--- config.mk ---
export PLATFORM = sky130hd
export DESIGN_NAME = music_player
export DESIGN_NICKNAME = d
export VERILOG_FILES = /design/src/rtl/music_pkg.sv /design/src/rtl/tone_gen.sv /design/src/rtl/music_player.sv
export SDC_FILE = /design/constraint.sdc
export NUM_CORES = 1
export LEC_CHECK = 0
export ABC_AREA = 1
export BUFFER_PORTS_ARGS = -buffer_cell sky130_fd_sc_hd__buf_2
export CORE_AREA = 2 2 250 252
export CTS_BUF_LIST = sky130_fd_sc_hd__clkbuf_16
export DETAILED_ROUTE_END_ITERATION = 6
export DIE_AREA = 0 0 252 254
export SLEW_MARGIN = 15
export SYNTH_ARGS = -nofsm -noshare
export SYNTH_HDL_FRONTEND = slang
export SYNTH_SLANG_ARGS = --single-unit
--- constraint.sdc ---
create_clock -name clk100mhz -period 4.1 [get_ports clk100mhz]
set_input_delay 0.41 -clock clk100mhz [delete_from_list [all_inputs] [get_ports clk100mhz]]
set_output_delay 0.41 -clock clk100mhz [all_outputs]
set_load 0.01 [all_outputs]
--- src/rtl/music_pkg.sv ---
// Shared types and constants for the score player: FSM states, score limits,
// the mid-octave half-period table and octave decode.
package music_pkg;

    typedef enum logic [1:0] {
        IDLE  = 2'd0,
        PLAY  = 2'd1,
        PAUSE = 2'd2
    } state_e;

    localparam int MAX_POS = 75;

    localparam logic [3:0] LOW  = 4'd1;
    localparam logic [3:0] HIGH = 4'd2;

    // Half-periods in clk100mhz cycles for do..si, mid octave.
    localparam logic [19:0] MID_HALF [7] = '{
        20'd191113, 20'd170262, 20'd151686, 20'd143173,
        20'd127551, 20'd113636, 20'd101239
    };

    function automatic logic note_valid(input logic [3:0] n);
        return (n >= 4'd1) && (n <= 4'd7);
    endfunction

    function automatic logic [19:0] note_half(input logic [3:0] n, input logic [3:0] oct);
        logic [19:0] half;
        logic [2:0]  idx;
        idx  = 3'(n - 4'd1);
        half = 20'd0;
        if (note_valid(n)) begin
            half = MID_HALF[idx];
        end
        case (oct)
            LOW:     half = half << 1;
            HIGH:    half = half >> 1;
            default: ;
        endcase
        return half;
    endfunction

endpackage

--- src/rtl/tone_gen.sv ---
// Square-wave generator: counts 0..half_period-1 and toggles at the top.
// sync_clear restarts the wave in phase with the beat.
module tone_gen
    import music_pkg::*;
(
    input  logic        clk,
    input  logic        rst_n,
    input  logic [19:0] half_period,
    input  logic        enable,
    input  logic        sync_clear,
    output logic        square
);

    logic [19:0] cnt_q, cnt_d;
    logic        sq_q, sq_d;

    always_comb begin
        cnt_d = cnt_q;
        sq_d  = sq_q;
        if (sync_clear) begin
            cnt_d = '0;
            sq_d  = 1'b0;
        end else if (enable && (half_period != 20'd0)) begin
            if (cnt_q >= half_period - 20'd1) begin
                cnt_d = '0;
                sq_d  = ~sq_q;
            end else begin
                cnt_d = cnt_q + 20'd1;
            end
        end
    end

    always_ff @(posedge clk or negedge rst_n) begin
        if (!rst_n) begin
            cnt_q <= '0;
            sq_q  <= 1'b0;
        end else begin
            cnt_q <= cnt_d;
            sq_q  <= sq_d;
        end
    end

    assign square = sq_q;

endmodule

--- src/rtl/music_player.sv ---
// Score player: steps through up to 75 note/octave nibbles, one per beat,
// driving a gated square-wave buzzer with a silent gap at the end of each beat.
module music_player
    import music_pkg::*;
#(
    parameter int unsigned BEAT_DIV = 16_666_667,
    parameter int unsigned GAP_DIV  = 2_083_333
) (
    input  logic         clk100mhz,
    input  logic         clr,
    input  logic         start,
    input  logic         stop,
    input  logic         pause,
    input  logic         loop,
    input  logic [300:0] rhyme,
    input  logic [300:0] md,
    input  logic [7:0]   how_long,
    output logic         buzzer,
    output logic [7:0]   play_pos,
    output logic [3:0]   cur_note,
    output logic [3:0]   cur_md,
    output logic         playing,
    output logic         done
);

    localparam int BW = $clog2(BEAT_DIV + 1);
    localparam logic [BW-1:0] BEAT_LAST = BW'(BEAT_DIV - 1);
    localparam logic [BW-1:0] ON_CYC    = BW'(BEAT_DIV - GAP_DIV);

    state_e        state_q, state_d;
    logic [7:0]    pos_q, pos_d;
    logic [BW-1:0] beat_q, beat_d;
    logic [3:0]    note_q, note_d;
    logic [3:0]    oct_q, oct_d;
    logic          done_q, done_d;
    logic          buz_q, buz_d;

    logic [7:0]    eff_len;
    logic          start_ok, run, last, latch, tone_clr, square;
    logic [19:0]   half_w;
    logic          unused_bits;

    assign eff_len  = (how_long > 8'(MAX_POS)) ? 8'(MAX_POS) : how_long;
    assign start_ok = start && (eff_len != 8'd0);
    // Counters only move on cycles where pause is low, so a pause of N cycles
    // delays the beat by exactly N cycles.
    assign run      = (state_q != IDLE) && !pause;
    assign last     = (pos_q + 8'd1) >= eff_len;
    assign unused_bits = rhyme[300] ^ md[300];

    always_comb begin
        state_d  = state_q;
        pos_d    = pos_q;
        beat_d   = beat_q;
        note_d   = note_q;
        oct_d    = oct_q;
        done_d   = 1'b0;
        latch    = 1'b0;
        tone_clr = 1'b0;
        if (stop) begin
            state_d  = IDLE;
            pos_d    = '0;
            beat_d   = '0;
            tone_clr = 1'b1;
        end else if (start_ok) begin
            state_d  = PLAY;
            pos_d    = '0;
            beat_d   = '0;
            latch    = 1'b1;
            tone_clr = 1'b1;
        end else if (state_q != IDLE) begin
            state_d = pause ? PAUSE : PLAY;
            if (run) begin
                if (beat_q == BEAT_LAST) begin
                    beat_d   = '0;
                    tone_clr = 1'b1;
                    if (!last) begin
                        pos_d = pos_q + 8'd1;
                        latch = 1'b1;
                    end else if (loop) begin
                        pos_d = '0;
                        latch = 1'b1;
                    end else begin
                        state_d = IDLE;
                        pos_d   = '0;
                        done_d  = 1'b1;
                    end
                end else begin
                    beat_d = beat_q + 1'b1;
                end
            end
        end else begin
            tone_clr = 1'b1;
        end
        if (latch) begin
            note_d = rhyme[{pos_d, 2'b00} +: 4];
            oct_d  = md[{pos_d, 2'b00} +: 4];
        end
    end

    assign half_w = note_half(note_q, oct_q);

    tone_gen u_tone (
        .clk        (clk100mhz),
        .rst_n      (clr),
        .half_period(half_w),
        .enable     (run && note_valid(note_q)),
        .sync_clear (tone_clr),
        .square     (square)
    );

    assign buz_d = square && (state_q == PLAY) && note_valid(note_q) && (beat_q < ON_CYC);

    always_ff @(posedge clk100mhz or negedge clr) begin
        if (!clr) begin
            state_q <= IDLE;
            pos_q   <= '0;
            beat_q  <= '0;
            note_q  <= '0;
            oct_q   <= '0;
            done_q  <= 1'b0;
            buz_q   <= 1'b0;
        end else begin
            state_q <= state_d;
            pos_q   <= pos_d;
            beat_q  <= beat_d;
            note_q  <= note_d;
            oct_q   <= oct_d;
            done_q  <= done_d;
            buz_q   <= buz_d;
        end
    end

    assign buzzer   = buz_q;
    assign play_pos = pos_q;
    assign cur_note = note_q;
    assign cur_md   = oct_q;
    assign playing  = (state_q != IDLE);
    assign done     = done_q;

endmodule
Word level (Yosys, flattened, before mapping). Memory sizes are Yosys's and may differ from the RTL's. Index checks and enable logic that the tools add are counted.

Bits in registers: 65. Bits in latches: 0. Bits in writable memories: 0. Bits in read-only memories: 160. Input port bits: 616. Memories kept: 1.

$add $sub $neg: 5. $mul: 0. Divide/modulo/power cells: 0. Order comparisons: 7. Equal/unequal tests: 4. Shift operators: 2. Muxes and demuxes: 49. Bitwise gates (word level): 2. Reduce and logical (&&, ||, !) cells: 18.

Memories: (name not given) (depth 8, width 20, rd ports 1, clocked after Yosys merged registers in 0, wr ports 0, line music_pkg.sv:32) `half = MID_HALF[idx];`.

Operators by type and width (number): $shiftx 301x11->4 (2); $mux 20 (6); $mux 24 (5); $mux 8 (7); $pmux 20 s2 (1); $add 24x1->24 const B (1); $eq 24x24->1 const B (1); $lt 24x24->1 const B (1); $mux 1 (22); $add 20x1->20 const B (1); $ge 20x20->1 (1); $reduce_bool 20->1 (1); $sub 20x1->20 const B (1); $mux 2 (8); $add 8x1->8 const B (1); $ge 8x8->1 (1); $gt 8x7->1 const B (1); $logic_and 1x1->1 (8); $reduce_bool 8->1 (1); $reduce_bool 2->1 (3); $reduce_bool 3->1 (2); $eq 4x1->1 const B (1); $eq 4x2->1 const B (1); $ge 4x1->1 const B (1); 8 further kinds (9).

Depth between registers and ports, before layout.
Word-level depth: 12. Mapped depth: 30. Gate-level depth less buffers: 29.

By module. A second synthesis with hierarchy kept.

Cells, all modules: 2368. Area total of the unflattened synthesis: 12374.4 um2.

By module, submodules not included: music_player (instances 1, cells an instance 2008, area each 10055.9 um2, seq. area each 1101.1 um2); tone_gen (instances 1, cells an instance 360, area each 2318.5 um2, seq. area each 525.5 um2).

Worst setup path before layout. OpenSTA, ideal clock, no wires.

Path kind: reg2reg. Start point: register note_q[0], in the netlist cur_note[0]. End point: register u_tone.cnt_q[14]. Library setup time: 0.083 ns. Data arrival time: 4.114 ns. Required time: 4.017 ns. Setup slack: -0.097 ns. Cell stages (with the launch flop): 28. Path buffers: 1. Period minus slack after synthesis: 4.197 ns. Path through: dfrtp_1 -> inv_1 -> ha_1 -> nand2_1 -> nand2_2 -> inv_2 -> nand2_1 -> nand2_1 -> a31oi_1 -> a21oi_1 -> ha_1 -> nand3_1 -> nor3_1 -> xor2_1 -> ha_1 -> nand2_1 -> nor2_1 -> a211oi_1 -> nand2_1 -> a21o_1 -> a21oi_1 -> o21ai_0 -> nand2_1 -> nand2_1 -> nor2_1 -> inv_1 -> clkbuf_1 -> o21ai_0.

Longest elaborated chain between the ends: 12. Elaborated cells on any way between the ends: 19.

RTL lines: start, declared (line music_player.sv:33) `logic [3:0] note_q, note_d;`; start signal, assigned (line music_player.sv:127) `note_q <= note_d;`; $sub 3x1->3 (line music_pkg.sv:29) `idx = 3'(n - 4'd1);`; $not 3->4 (implied by the code) (line music_pkg.sv:32); $mem_v2 8x20; $mux 20 (implied by the code) (2 in a row) (line music_pkg.sv:32); $mux 20 (line music_pkg.sv:31) `if (note_valid(n)) begin`; $pmux 20 s2 (line music_pkg.sv:34) `case (oct)`; $sub 20x1->20 (line tone_gen.sv:24) `if (cnt_q >= half_period - 20'd1) begin`; $ge 20x20->1 (line tone_gen.sv:24); $mux 20 (line tone_gen.sv:24); $mux 20 (line tone_gen.sv:23) `end else if (enable && (half_period != 20'd0)) begin`; $mux 20 (line tone_gen.sv:20) `if (sync_clear) begin`; end signal, assigned (line tone_gen.sv:38) `cnt_q <= cnt_d;`; end, declared (line tone_gen.sv:14) `logic [19:0] cnt_q, cnt_d;`.

Several ways; a longest one is shown, not always the timed one. The select of a mux whose other input is x is not followed. A chain may end at the register's enable or synchronous reset.

Final worst setup path.
Start point: register note_q[1], in the netlist cur_note[1]. End point: register u_tone.cnt_q[18].

The elaborated chain is that of the path after synthesis.

==> key figures <==
CTS
  • CTS buffer count: 9
  • CTS sink cnt: 65
  • Clock buffer depth: 2
  • Clock transition at path regs: about 70 ps
  • Skew-Pair Late Insertion Delay: 340 ps
  • CTS Root Cell: clkbuf_16
  • CTS tree: done
  • H-tree depth: 3

Timing
  • Slew @ Worst Pin: 964 ps
  • Final Critical Period: approximately 4200 ps
  • Final WS setup: -54.2 ps
  • Setup Skew: 8.57 ps
  • Setup-failing EPs final: 7
  • Worst slew margin: 0.351
  • Final Hold Fails: 0
  • Post-route clock period utilization: 1.01
  • Max-slew violations: 0
  • Setup_tns: -251 ps
  • RSZ-0062 raised after global routing: true
  • Max Freq: between 200 and 250 MHz

Global route
  • Vias in the first global route: 15.8k
  • Busiest grt layer: met2
  • Grt met1 use: 0.257
  • Grt ovf: 0
  • Initial antenna violation count: 29
  • GR Util met3: 0.0338
  • First-pass GRT wire length: 97100 um
  • Largest net degree at the start of global routing: 130
  • GRT Util Overall: 0.202
  • M2 GR Usage: 0.339

Layout
  • Final nets: ~3.4k
  • Commonest non-fill, non-tap cell in the layout: nand2_1
  • Share of cells above drive strength 1: 0.329
  • P&R area growth vs syn: 49.3%
  • Commonest cells after routing, fill and taps aside: nand2_1, buf_2, nand3_1, a21oi_1, nor2_1

Placement
  • Pre-CTS setup slack: 1.83 ps
  • Port bufs: 634
  • DP HPWL: about 56000 um
  • Placer Congestion: 0.961

Synthesis
  • Post-Syn Instances: 2105
  • Ys Warns: 0
  • Syn Nets: 2762
  • Synth top area share: 0.258
  • Largest area contributor in the netlist: nand3_1
  • Synth Register Bits: 65
  • Post-synth EDFFs: 0
  • Primary FF master, synth: dfrtp_1
  • Top post-synthesis cells by area: nand3_1, nand2_1, dfrtp_1
  • Mapped cell area: 11400 sq um
  • Post-synth ARST share: 1.00
  • Syn avg cell area: 5.41 sq um
  • Register area share after synthesis: 0.143
  • Netlist cell types: 49

Setup path
  • Worst Setup Start Kind: flop
  • CP bufs+invs: 5
  • Crit-path slowest cell: nor4_4
  • CP endpoint kind: flop
  • Worst-path cell chain: inv_2 > ha_4 > nand2_1 > nand2_4 > inv_4 > buf_4 > nor2_4 > inv_1 > nand3_2 > nor2_1 > nor3_2 > nand4_1 > nor4_4 > nand3_2 > nor3_2 > xnor2_1 > ha_1 > nand2_1 > nor2_1 > a211oi_2 > nand2_2 > nor2_4 > clkinvlp_4 > o21ai_1
  • Delay-heaviest family, CP: simple AND/OR/NAND/NOR gates
  • CP max stage delay: 430 ps
  • WP data required: 4360 ps
  • Worst-path fanout max: 7
  • CP Class: flop to flop
  • Critical path arrival: 4420 ps

Power
  • Peak VDD IR: between 0.15 and 0.2 mV
  • Leak: 8.90 nW
  • Pwr dens: 165 nW/um^2

Route
  • Via count: 17.2k
  • DR WL/cell: 19.9 um
  • Remaining antenna violation count: 0
  • DR DRC count: 0
  • First drt pass iteration count: 5
  • Via density: 4.86
  • Drt first-iter violations: 1598
  • Final WL: 70500 um

Floorplanning
  • Initial Util: 0.186
  • Core Area: slightly above 60000 sq um
  • Die ar.: about 64000 sq um
  • Chip height: 254 um
  • I/O pins: 635
  • Rows: 91
  • Chip width: roughly 250 um

Hold path
  • Worst min-delay path category: primary input to asynchronous set/reset pin

Run
  • Max Cap Viol: 0

Status
  • Outcome: complete, but fails checks
  • Failing checks: negative setup slack
==> logic make-up after synthesis <==
family,share of synthesized area
AND/OR/NAND/NOR,0.565
AO/OA/AOI/OAI,0.119
other,0.000329
adder cells (fa/ha/maj),0.0451
flip-flops,0.143
buffers and inverters,0.104
XOR/XNOR,0.0239
==> through the flow <==
step                instances  hold slack [ps]  cell area (sq um)  power [mW]  utilization
floorplan                2105              114              11400        1.26            -
global placement         3479              515              15800        1.88        0.259
detailed placement       3479              523              15800        1.88        0.259
CTS                      3495              245              16100        2.65        0.263
global route             3537              264              17000        3.01        0.277
finish                   3539              202              17000        2.81        0.277
==> state kept, by name (all words and copies together), names as in the netlist, 2 cells and up <==
register and flops:
beat_q 24, cur_md 4, cur_note 4, play_pos 8
state_q 2, u_tone.cnt_q 20
==> metal layers <==
| layer | wire length, um | share of wire |
|---|---|---|
| met2 | 34000 | 0.48 |
| met4 | 2300 | 0.033 |
| met3 | 5170 | 0.073 |
| met5 | 35 | 0.00050 |
| met1 | 28900 | 0.41 |
==> report_power, final <==
| part | switching [mW] | internal [mW] |
|---|---|---|
| Combinational | 0.744 | 0.640 |
| Sequential | 0.0104 | 0.653 |
| Clock | 0.339 | 0.420 |
==> area by class of cell <==
cell class / instances / area, sq um
multi-input cells: 1779 / 9050
clock inverters: 7 / 61.3
fillers: 7076 / 44300
flip-flops and latches: 65 / 1630
repair inverters: 1 / 7.51
well taps: 790 / 988
diodes: 16 / 40.0
inverters: 116 / 452
clock buffers: 9 / 225
repair buffers: 756 / 4540
==> cell usage after synthesis (4+ instances only) <==
cell,n
a211oi_1,4
a21oi_1,161
buf_1,13
buf_2,72
buf_4,21
buf_6,5
clkbuf_1,34
dfrtp_1,65
ha_1,41
inv_1,97
inv_2,17
nand2_1,675
nand2_2,6
nand3_1,586
nand3b_1,4
nand4_1,11
nor2_1,116
nor2_2,4
nor3_1,28
nor3_2,6
nor4_1,6
o21ai_0,36
o21ai_1,12
o22ai_1,14
xnor2_1,6
xor2_1,25
==> repair_timing <==
| action | in CTS | in global routing |
|---|---|---|
| setup endpoints to repair | 0 | 29 |
| buffers inserted | 0 | 21 |
| hold buffers | 0 | 0 |
| gates resized for setup | 0 | 127 |
==> path summary, 6_finish.rpt <==
kind	start	endpoint	slack [ps]	cells after the start
max	cur_note[1]$_DFFE_PN0P_	u_tone.cnt_q[18]$_DFFE_PN0P_	-50	24
min	clr	beat_q[3]$_DFFE_PN0P_	200	1
max reg2reg	cur_note[1]$_DFFE_PN0P_	u_tone.cnt_q[18]$_DFFE_PN0P_	-50	24
min reg2reg	beat_q[0]$_DFFE_PN0P_	beat_q[0]$_DFFE_PN0P_	530	1
max in group asynchronous	clr	u_tone.cnt_q[19]$_DFFE_PN0P_	2980	2
min in group clk100mhz	stop	state_q[0]$_DFFE_PN0P_	270	2
==> worst register-to-register path, cell delays in order, from the launching register on <==
cell	delay, ps
dfrtp_1	390
inv_2	120
ha_4	170
nand2_1	90
nand2_4	130
inv_4	50
buf_4	160
nor2_4	90
inv_1	60
nand3_2	60
nor2_1	50
nor3_2	200
nand4_1	200
nor4_4	430
nand3_2	170
nor3_2	160
xnor2_1	140
ha_1	250
nand2_1	80
nor2_1	60
a211oi_2	190
nand2_2	120
nor2_4	210
clkinvlp_4	290
o21ai_1	200
Note: power is estimated with default switching activity, not from simulation.
